<file path="src/rtl/vx_tcu_fedp_sched.sv">
// Issue/retire scheduler for the fused dot-product pipeline: a shadow pipe of
// in-flight ops, a per-tag FP32 accumulator file and a single-entry response register.
module vx_tcu_fedp_sched #(
  parameter int N       = 1,
  parameter int LATENCY = 32,
  parameter int TAG_W   = 4,
  parameter int XLEN    = 32
) (
  input  logic                i_clk,
  input  logic                i_reset,
  input  logic                i_req_valid,
  output logic                o_req_ready,
  input  logic [2:0]          i_req_fmt_s,
  input  logic [2:0]          i_req_fmt_d,
  input  logic [TAG_W-1:0]    i_req_tag,
  input  logic                i_req_acc,
  input  logic                i_req_last,
  input  logic [N*XLEN-1:0]   i_req_a,
  input  logic [N*XLEN-1:0]   i_req_b,
  input  logic [XLEN-1:0]     i_req_c,
  output logic                o_rsp_valid,
  input  logic                i_rsp_ready,
  output logic [TAG_W-1:0]    o_rsp_tag,
  output logic [XLEN-1:0]     o_rsp_data,
  output logic                o_fedp_enable,
  output logic [2:0]          o_fedp_fmt_s,
  output logic [2:0]          o_fedp_fmt_d,
  output logic [N*XLEN-1:0]   o_fedp_a_row,
  output logic [N*XLEN-1:0]   o_fedp_b_col,
  output logic [XLEN-1:0]     o_fedp_c_val,
  input  logic [XLEN-1:0]     i_fedp_d_val,
  output logic                o_busy
);
  localparam int NUM_TAGS = 1 << TAG_W;
  localparam int CNT_W    = $clog2(LATENCY + 1);

  logic [LATENCY-1:0] r_vld;
  logic [LATENCY-1:0] r_last;
  logic [TAG_W-1:0]   r_tag [LATENCY];
  logic [CNT_W-1:0]   r_cnt [NUM_TAGS];
  logic [31:0]        r_acc [NUM_TAGS];
  logic               r_rsp_valid;
  logic [TAG_W-1:0]   r_rsp_tag;
  logic [XLEN-1:0]    r_rsp_data;

  logic             w_tail_vld;
  logic             w_tail_last;
  logic [TAG_W-1:0] w_tail_tag;
  logic             w_stall;
  logic             w_hazard;
  logic             w_fire;
  logic             w_retire;

  assign w_tail_vld  = r_vld[LATENCY-1];
  assign w_tail_last = r_last[LATENCY-1];
  assign w_tail_tag  = r_tag[LATENCY-1];

  // Only a last op needs the response register, so only it can hold the pipe.
  assign w_stall  = w_tail_vld & w_tail_last & r_rsp_valid & ~i_rsp_ready;
  assign w_hazard = i_req_acc & (r_cnt[i_req_tag] != '0);

  assign o_req_ready   = i_reset & ~w_stall & ~w_hazard;
  assign o_fedp_enable = ~i_reset | ~w_stall;
  assign w_fire        = i_req_valid & o_req_ready;
  assign w_retire      = o_fedp_enable & w_tail_vld;
  assign o_busy        = i_reset & ((|r_vld) | r_rsp_valid);

  assign o_fedp_fmt_s = i_req_fmt_s;
  assign o_fedp_fmt_d = i_req_fmt_d;
  assign o_fedp_a_row = i_req_a;
  assign o_fedp_b_col = i_req_b;
  assign o_fedp_c_val = i_req_acc ? XLEN'(r_acc[i_req_tag]) : i_req_c;

  assign o_rsp_valid = r_rsp_valid;
  assign o_rsp_tag   = r_rsp_tag;
  assign o_rsp_data  = r_rsp_data;

  always_ff @(posedge i_clk) begin
    if (!i_reset) begin
      r_vld <= '0;
    end else if (o_fedp_enable) begin
      r_vld <= {r_vld[LATENCY-2:0], w_fire};
    end
  end

  // Tag/last payload needs no reset: it is qualified by r_vld.
  always_ff @(posedge i_clk) begin
    if (o_fedp_enable) begin
      r_last   <= {r_last[LATENCY-2:0], i_req_last};
      r_tag[0] <= i_req_tag;
      for (int i = 1; i < LATENCY; i++) begin
        r_tag[i] <= r_tag[i-1];
      end
    end
  end

  always_ff @(posedge i_clk) begin
    if (!i_reset) begin
      for (int t = 0; t < NUM_TAGS; t++) begin
        r_cnt[t] <= '0;
      end
    end else begin
      for (int t = 0; t < NUM_TAGS; t++) begin
        if ((w_fire && i_req_tag == TAG_W'(t)) && !(w_retire && w_tail_tag == TAG_W'(t))) begin
          r_cnt[t] <= r_cnt[t] + CNT_W'(1);
        end else if (!(w_fire && i_req_tag == TAG_W'(t)) && (w_retire && w_tail_tag == TAG_W'(t))) begin
          r_cnt[t] <= r_cnt[t] - CNT_W'(1);
        end
      end
    end
  end

  always_ff @(posedge i_clk) begin
    if (!i_reset) begin
      for (int t = 0; t < NUM_TAGS; t++) begin
        r_acc[t] <= '0;
      end
    end else if (w_retire) begin
      r_acc[w_tail_tag] <= i_fedp_d_val[31:0];
    end
  end

  always_ff @(posedge i_clk) begin
    if (!i_reset) begin
      r_rsp_valid <= 1'b0;
      r_rsp_tag   <= '0;
      r_rsp_data  <= '0;
    end else if (w_retire && w_tail_last) begin
      r_rsp_valid <= 1'b1;
      r_rsp_tag   <= w_tail_tag;
      r_rsp_data  <= i_fedp_d_val;
    end else if (r_rsp_valid && i_rsp_ready) begin
      r_rsp_valid <= 1'b0;
    end
  end

endmodule

</file>
<file path="config.mk">
export PLATFORM = sky130hd
export DESIGN_NAME = vx_tcu_fedp_sched
export DESIGN_NICKNAME = d
export VERILOG_FILES = /design/src/rtl/vx_tcu_fedp_sched.sv
export SDC_FILE = /design/constraint.sdc
export NUM_CORES = 1
export LEC_CHECK = 0
export CAP_MARGIN = 20
export CORE_MARGIN = 3
export CORE_UTILIZATION = 45
export DETAILED_ROUTE_END_ITERATION = 8
export PLACE_DENSITY = 0.75
export SYNTH_ARGS = -nofsm -noshare
export SYNTH_HDL_FRONTEND = slang
export SYNTH_SLANG_ARGS = --single-unit
</file>
<file path="constraint.sdc">
create_clock -name i_clk -period 12.82 [get_ports i_clk]
set_clock_uncertainty 0.15 [all_clocks]
set_input_delay 2.564 -clock i_clk [delete_from_list [all_inputs] [get_ports i_clk]]
set_output_delay 2.564 -clock i_clk [all_outputs]
set_load 0.02 [all_outputs]
</file>
==> results.json, run 1 <==
{
  "overflow": 0,
  "drtAntennaViolNets": 0,
  "cp_num_buf_inv": 3,
  "setup_slack_ps": 3690,
  "cts_buffer_depth": 3,
  "drc": 0,
  "root_buffer": "clkbuf_16",
  "htreeDepth": 3,
  "cts_tree": "yes",
  "maxCapViolCount": 0,
  "finalHoldViolations": 0,
  "grt_pass1_vias": 23500,
  "pwr-share-comb_pct": 6.8,
  "synth_edf_count": 768,
  "swShare_pct": 22.2,
  "viasPerCell": 5.90,
  "worst-slew-pin-transition_ps": 1120,
  "grt_max_degree": 105,
  "synth.net_count": 2897,
  "num_rows": 106,
  "setup.reg_to_reg.worst_slack_ps": 7340,
  "fin_util_pct": 51.7,
  "final_layout_size_suffix_gt1_share_pct": 15.1,
  "whs_ps": 251,
  "cts_setup_buffers": 0,
  "crit_chain": "buf_6 > buf_4 > nand2b_1 > o22ai_1 > o32ai_1 > o31ai_4 > and3_1 > clkdlybuf4s50_1",
  "clk_pin_slew_worst_paths_ps": 60,
  "layout_commonest_cell": "edfxtp_1",
  "dieWidth_um": 299,
  "p_per_area_mw_per_mm2": 141,
  "cpMaxStageDelayCell": "buf_4",
  "switchingPower_w": 0.00136,
  "ys_warn_count": 0,
  "rsz0062_at_grt": "false",
  "synth_cells": 2676,
  "startpoint_type": "input pin",
  "ys_seq_area_share_pct": 63.4,
  "syn_avg_cell_area_um2": 14.4,
  "r2r_start": "r_cnt[9][2]",
  "crit_start": "i_req_tag[1]",
  "die_h_um": 299,
  "finalCritPeriodShare_pct": 71.2,
  "critPathMaxFanout": 53,
  "ios": 286,
  "postLayoutCellArea_mm2": 0.0435,
  "leakagePower_nw": 16.7,
  "dp_hpwl_mm": 51.9,
  "setup_violations": 0,
  "cts_resized": 0,
  "slowest_delay_ps": 810,
  "slew_headroom_pct": 25.4,
  "crit_family": "buffers and inverters",
  "initial_core_util_pct": 45.7,
  "critPathKind": "input pin to output pin",
  "antenna_found_initial": 2,
  "drt_iter0_drc": 2685,
  "vdd_drop_max_mv": 0.0974,
  "area_growth_pct": 13.0,
  "clock_latency_ps": 660,
  "grt_util_all_layers_pct": 21.3,
  "die_area_mm2": 0.0892,
  "dr.pass1.iters": 6,
  "final_cell_mix": "edfxtp_1, and2_1, and3_1",
  "tns_ps": 0,
  "cts_sinks": 837,
  "cp-endpoint": "o_req_ready",
  "wl_mm": 96.2,
  "crit_required_ps": 10110,
  "drv_slew": 0,
  "post_dp_cell_area_mm2": 0.0406,
  "synth_seq_cells": 837,
  "gp_congestion": 0.856,
  "syn_area_mm2": 0.0385,
  "seq_power_share_pct": 51.0,
  "period_minus_slack_ps": 9130,
  "regToRegEndpoint": "r_cnt[12][5]",
  "reg2reg_depth": 16,
  "layout.nets": 2913,
  "crit_path_end_kind": "output pin",
  "numCtsBuffers": 88,
  "hp-class": "register to register",
  "wire_per_inst_um": 24.7,
  "cts_hold_buffers": 0,
  "vias": 23000,
  "pwr-share-clk_pct": 42.2,
  "synth_cell_types": 60,
  "crit_arrival_ps": 6420,
  "timing.fmax_ghz": 0.109,
  "status": "finished clean",
  "synth_flop_cell": "edfxtp_1",
  "async_reset_ff_share_pct": 0,
  "grt_pass1_wl_mm": 144,
  "cp_num_cells": 8,
  "portBuffers": 145,
  "design.core.area_mm2": 0.0842,
  "p_int_w": 0.00478,
  "pre_cts_slack_ps": 3780
}
==> final cells by class <==
class | instances | area (µm²)
Fill cell | 6760 | 40700
Sequential cell | 837 | 24400
Multi-Input combinational cell | 1518 | 12700
Clock buffer | 116 | 2370
Timing Repair Buffer | 192 | 1810
Tap cell | 1134 | 1420
Clock inverter | 49 | 587
Inverter | 55 | 206
Antenna cell | 1 | 2.50
==> per-stage QoR <==
stage	power, W	instances
detailed placement	0.00360	3736
global placement	0.00359	3735
global route	0.00632	3901
finish	0.00615	3902
CTS	0.00619	3901
floorplan	0.00346	2676
==> cell usage after synthesis, types with 10 or more instances <==
cell type	number	area share, %
xnor2_1	42	0.95
edfxtp_1	768	60
buf_2	21	0.27
nand4_1	11	0.18
o21ai_0	12	0.16
inv_1	55	0.54
fa_1	15	0.78
dfxtp_1	69	3.6
a21boi_0	67	1.3
a21oi_1	43	0.56
clkbuf_1	167	1.6
nand2_1	197	1.9
nor3_1	17	0.22
nor2b_1	16	0.26
mux4_2	162	9.5
mux2_2	33	0.96
nand2b_1	14	0.23
and2_1	315	5.1
and3_1	229	3.7
xor2_1	25	0.57
nor4_1	12	0.19
o21bai_1	10	0.19
a21o_1	40	0.78
nor2_1	100	0.97
nand3_1	15	0.19
ha_1	62	2.0
buf_4	72	1.4
==> power by group through the flow <==
stage | Sequential [W] | Combinational [W] | Clock, W
floorplan | 0.00317 | 0.000295 | 0
global placement | 0.00318 | 0.000406 | 0
detailed placement | 0.00319 | 0.000416 | 0
CTS | 0.00313 | 0.000418 | 0.00263
global route | 0.00314 | 0.000443 | 0.00274
finish | 0.00313 | 0.000418 | 0.00260
==> worst min path at each step <==
stage | from | to | slack, ps | depth (start not counted)
finish | r_tag[1][12] | r_tag[1][16] | 250 | 0
global route | r_tag[0][23] | r_tag[0][27] | 270 | 0
CTS | r_tag[1][12] | r_tag[1][16] | 250 | 0
detailed placement | r_last[24] | r_last[25] | 250 | 0
global placement | r_tag[0][21] | r_tag[0][25] | 250 | 0
floorplan | r_last[9] | r_last[10] | 250 | 0
==> flip-flops by register name, summed over array words and instances, names as in the netlist <==
| register | cells |
|---|---|
| r_last | 32 |
| r_acc | 512 |
| r_cnt | 96 |
| o_rsp_valid | 1 |
| o_rsp_data | 32 |
| o_rsp_tag | 4 |
| r_tag | 128 |
| r_vld | 32 |
==> routing by layer <==
| metal | up-vias | share of wire, % | GRT usage (%) |
|---|---|---|---|
| li1 | 9881 | - | - |
| met1 | 11600 | 39 | 28.6 |
| met2 | 1291 | 48 | 34.5 |
| met3 | 256 | 9.4 | 3.98 |
| met4 | 0 | 3.9 | 8.41 |
| met5 | - | 0 | 0 |
==> logic make-up after synthesis <==
| logic type | synth area share [%] |
|---|---|
| fa+ha+maj | 2.79 |
| xor+xnor | 1.57 |
| flops | 63.4 |
| simple gates | 13.4 |
| compound gates | 4.09 |
| buf+inv | 3.98 |
| mux | 10.7 |
No activity file was read; power rests on OpenSTA's default activity.
==> run 2: changes to the inputs <==
--- a/config.mk
+++ b/config.mk
@@ -9,7 +9,7 @@
 export CORE_MARGIN = 3
 export CORE_UTILIZATION = 45
 export DETAILED_ROUTE_END_ITERATION = 8
-export PLACE_DENSITY = 0.75
+export PLACE_DENSITY = 0.77
 export SYNTH_ARGS = -nofsm -noshare
 export SYNTH_HDL_FRONTEND = slang
 export SYNTH_SLANG_ARGS = --single-unit
==> constraint.sdc (replaced) <==
create_clock -name i_clk -period 7.65 [get_ports i_clk]
set_clock_uncertainty 0.15 [all_clocks]
set_input_delay 1.53 -clock i_clk [delete_from_list [all_inputs] [get_ports i_clk]]
set_output_delay 1.53 -clock i_clk [all_outputs]
set_load 0.02 [all_outputs]
==> run 2 against run 1 <==
  * Hold slack improved by 16 ps
  * Critical path depth unchanged
  * Via count decreased by 1.7%
  * First-iteration DRC count decreased by 20%
  * Non-clock buffer count decreased by 2
  * Register-to-register slack got worse by 4800 ps
  * Utilization decreased by 0.11 points
  * Setup slack got worse by 2700 ps
  * Die area unchanged
  * Critical path type unchanged
  * Largest power group unchanged
==> results.json, run 2 (synthesis gave the netlist of run 1 again) <==
{
  "ios": 286,
  "dieWidth_um": 299,
  "largest_register_ffs": 512,
  "regMostFlops": "r_acc",
  "vias": 22600,
  "drv_slew": 0,
  "cts_resized": 0,
  "crit_required_ps": 5970,
  "crit_path_end_kind": "output pin",
  "viasPerCell": 5.80,
  "r2r_start": "r_cnt[1][1]",
  "tns_ps": 0,
  "pre_cts_slack_ps": 842,
  "dp_hpwl_mm": 51.4,
  "wl_mm": 91.8,
  "final_layout_size_suffix_gt1_share_pct": 15.0,
  "drt_iter0_drc": 2161,
  "crit_arrival_ps": 4990,
  "timing.fmax_ghz": 0.150,
  "grt_util_all_layers_pct": 20.5,
  "area_growth_pct": 12.8,
  "design.core.area_mm2": 0.0842,
  "post_dp_cell_area_mm2": 0.0406,
  "numCtsBuffers": 88,
  "overflow": 0,
  "antenna_found_initial": 4,
  "num_rows": 106,
  "cpMaxStageDelayCell": "buf_4",
  "layout_commonest_cell": "edfxtp_1",
  "worst-slew-pin-transition_ps": 1170,
  "startpoint_type": "input pin",
  "clk_pin_slew_worst_paths_ps": 60,
  "largestRegisters": "r_acc x512, r_tag x128, r_cnt x96",
  "grt_pass1_wl_mm": 140,
  "cts_buffer_depth": 3,
  "setup_violations": 0,
  "cts_tree": "yes",
  "finalHoldViolations": 0,
  "dr.pass1.iters": 8,
  "slowest_delay_ps": 690,
  "hp-start": "r_tag[1][5]",
  "vdd_drop_max_mv": 0.156,
  "slew_headroom_pct": 21.5,
  "period_minus_slack_ps": 6670,
  "die_area_mm2": 0.0892,
  "crit_start": "i_req_tag[1]",
  "portBuffers": 145,
  "crit_chain": "buf_6 > buf_4 > a211oi_1 > nor3_1 > a31oi_1 > a21oi_2 > and3_1 > clkdlybuf4s50_1",
  "drc": 0,
  "status": "finished clean",
  "gp_congestion": 0.883,
  "final_cell_mix": "edfxtp_1, and2_1, and3_1",
  "die_h_um": 299,
  "layout.nets": 2911,
  "setup_slack_ps": 985,
  "cts_sinks": 837,
  "critPathKind": "input pin to output pin",
  "critPathMaxFanout": 66,
  "hp-class": "register to register",
  "finalCritPeriodShare_pct": 87.1,
  "cts_hold_buffers": 0,
  "cts_setup_buffers": 0,
  "wire_per_inst_um": 23.5,
  "p_per_area_mw_per_mm2": 234,
  "leakagePower_nw": 16.7,
  "rsz0062_at_grt": "false",
  "grt_max_degree": 145,
  "initial_core_util_pct": 45.7,
  "drtAntennaViolNets": 0,
  "maxCapViolCount": 0,
  "grt_pass1_vias": 23900,
  "root_buffer": "clkbuf_16",
  "postLayoutCellArea_mm2": 0.0434,
  "whs_ps": 267,
  "htreeDepth": 3,
  "clock_latency_ps": 640
}
==> run 2: worst paths after layout <==
path	endpoint	slack (ps)	cells after the start
hold / removal	r_tag[1][9]	270	0
hold reg to reg	r_tag[1][9]	270	0
setup / recovery	o_req_ready	980	8
setup reg to reg	r_cnt[12][5]	2510	15
==> run 2: critical path: cells and delay by family <==
family	cells	cell delay, ps
buffers and inverters	3	1830
AO/OA/AOI/OAI	3	860
AND/OR/NAND/NOR	2	610
==> run 2: through the flow <==
step	total power (W)	util, %	instances
detailed placement	0.00603	48.2	3734
global placement	0.00600	48.2	3734
global route	0.0105	51.6	3899
finish	0.0102	51.6	3902
floorplan	0.00580	-	2676
CTS	0.0102	51.6	3899
==> run 2: final cells by class <==
class | instances | area, µm²
diodes | 3 | 7.51
clock buffers | 114 | 2370
clock inverters | 51 | 505
fillers | 6659 | 40800
inverters | 55 | 206
multi-input cells | 1518 | 12700
flip-flops and latches | 837 | 24400
well taps | 1134 | 1420
repair buffers | 190 | 1790
==> run 2: where the power goes <==
group | total, W | internal, W | switching (W)
Clock | 0.00424 | 0.00245 | 0.00179
Sequential | 0.00525 | 0.00517 | 0.0000739
Combinational | 0.000691 | 0.000298 | 0.000393
==> run 2: routing by layer <==
layer	up-vias	track usage, %	routed length, µm
met5	-	0	15
met4	2	10.7	4840
met3	281	4.84	7960
met2	1108	33.9	44300
met1	11400	25.3	34600
li1	9872	-	-
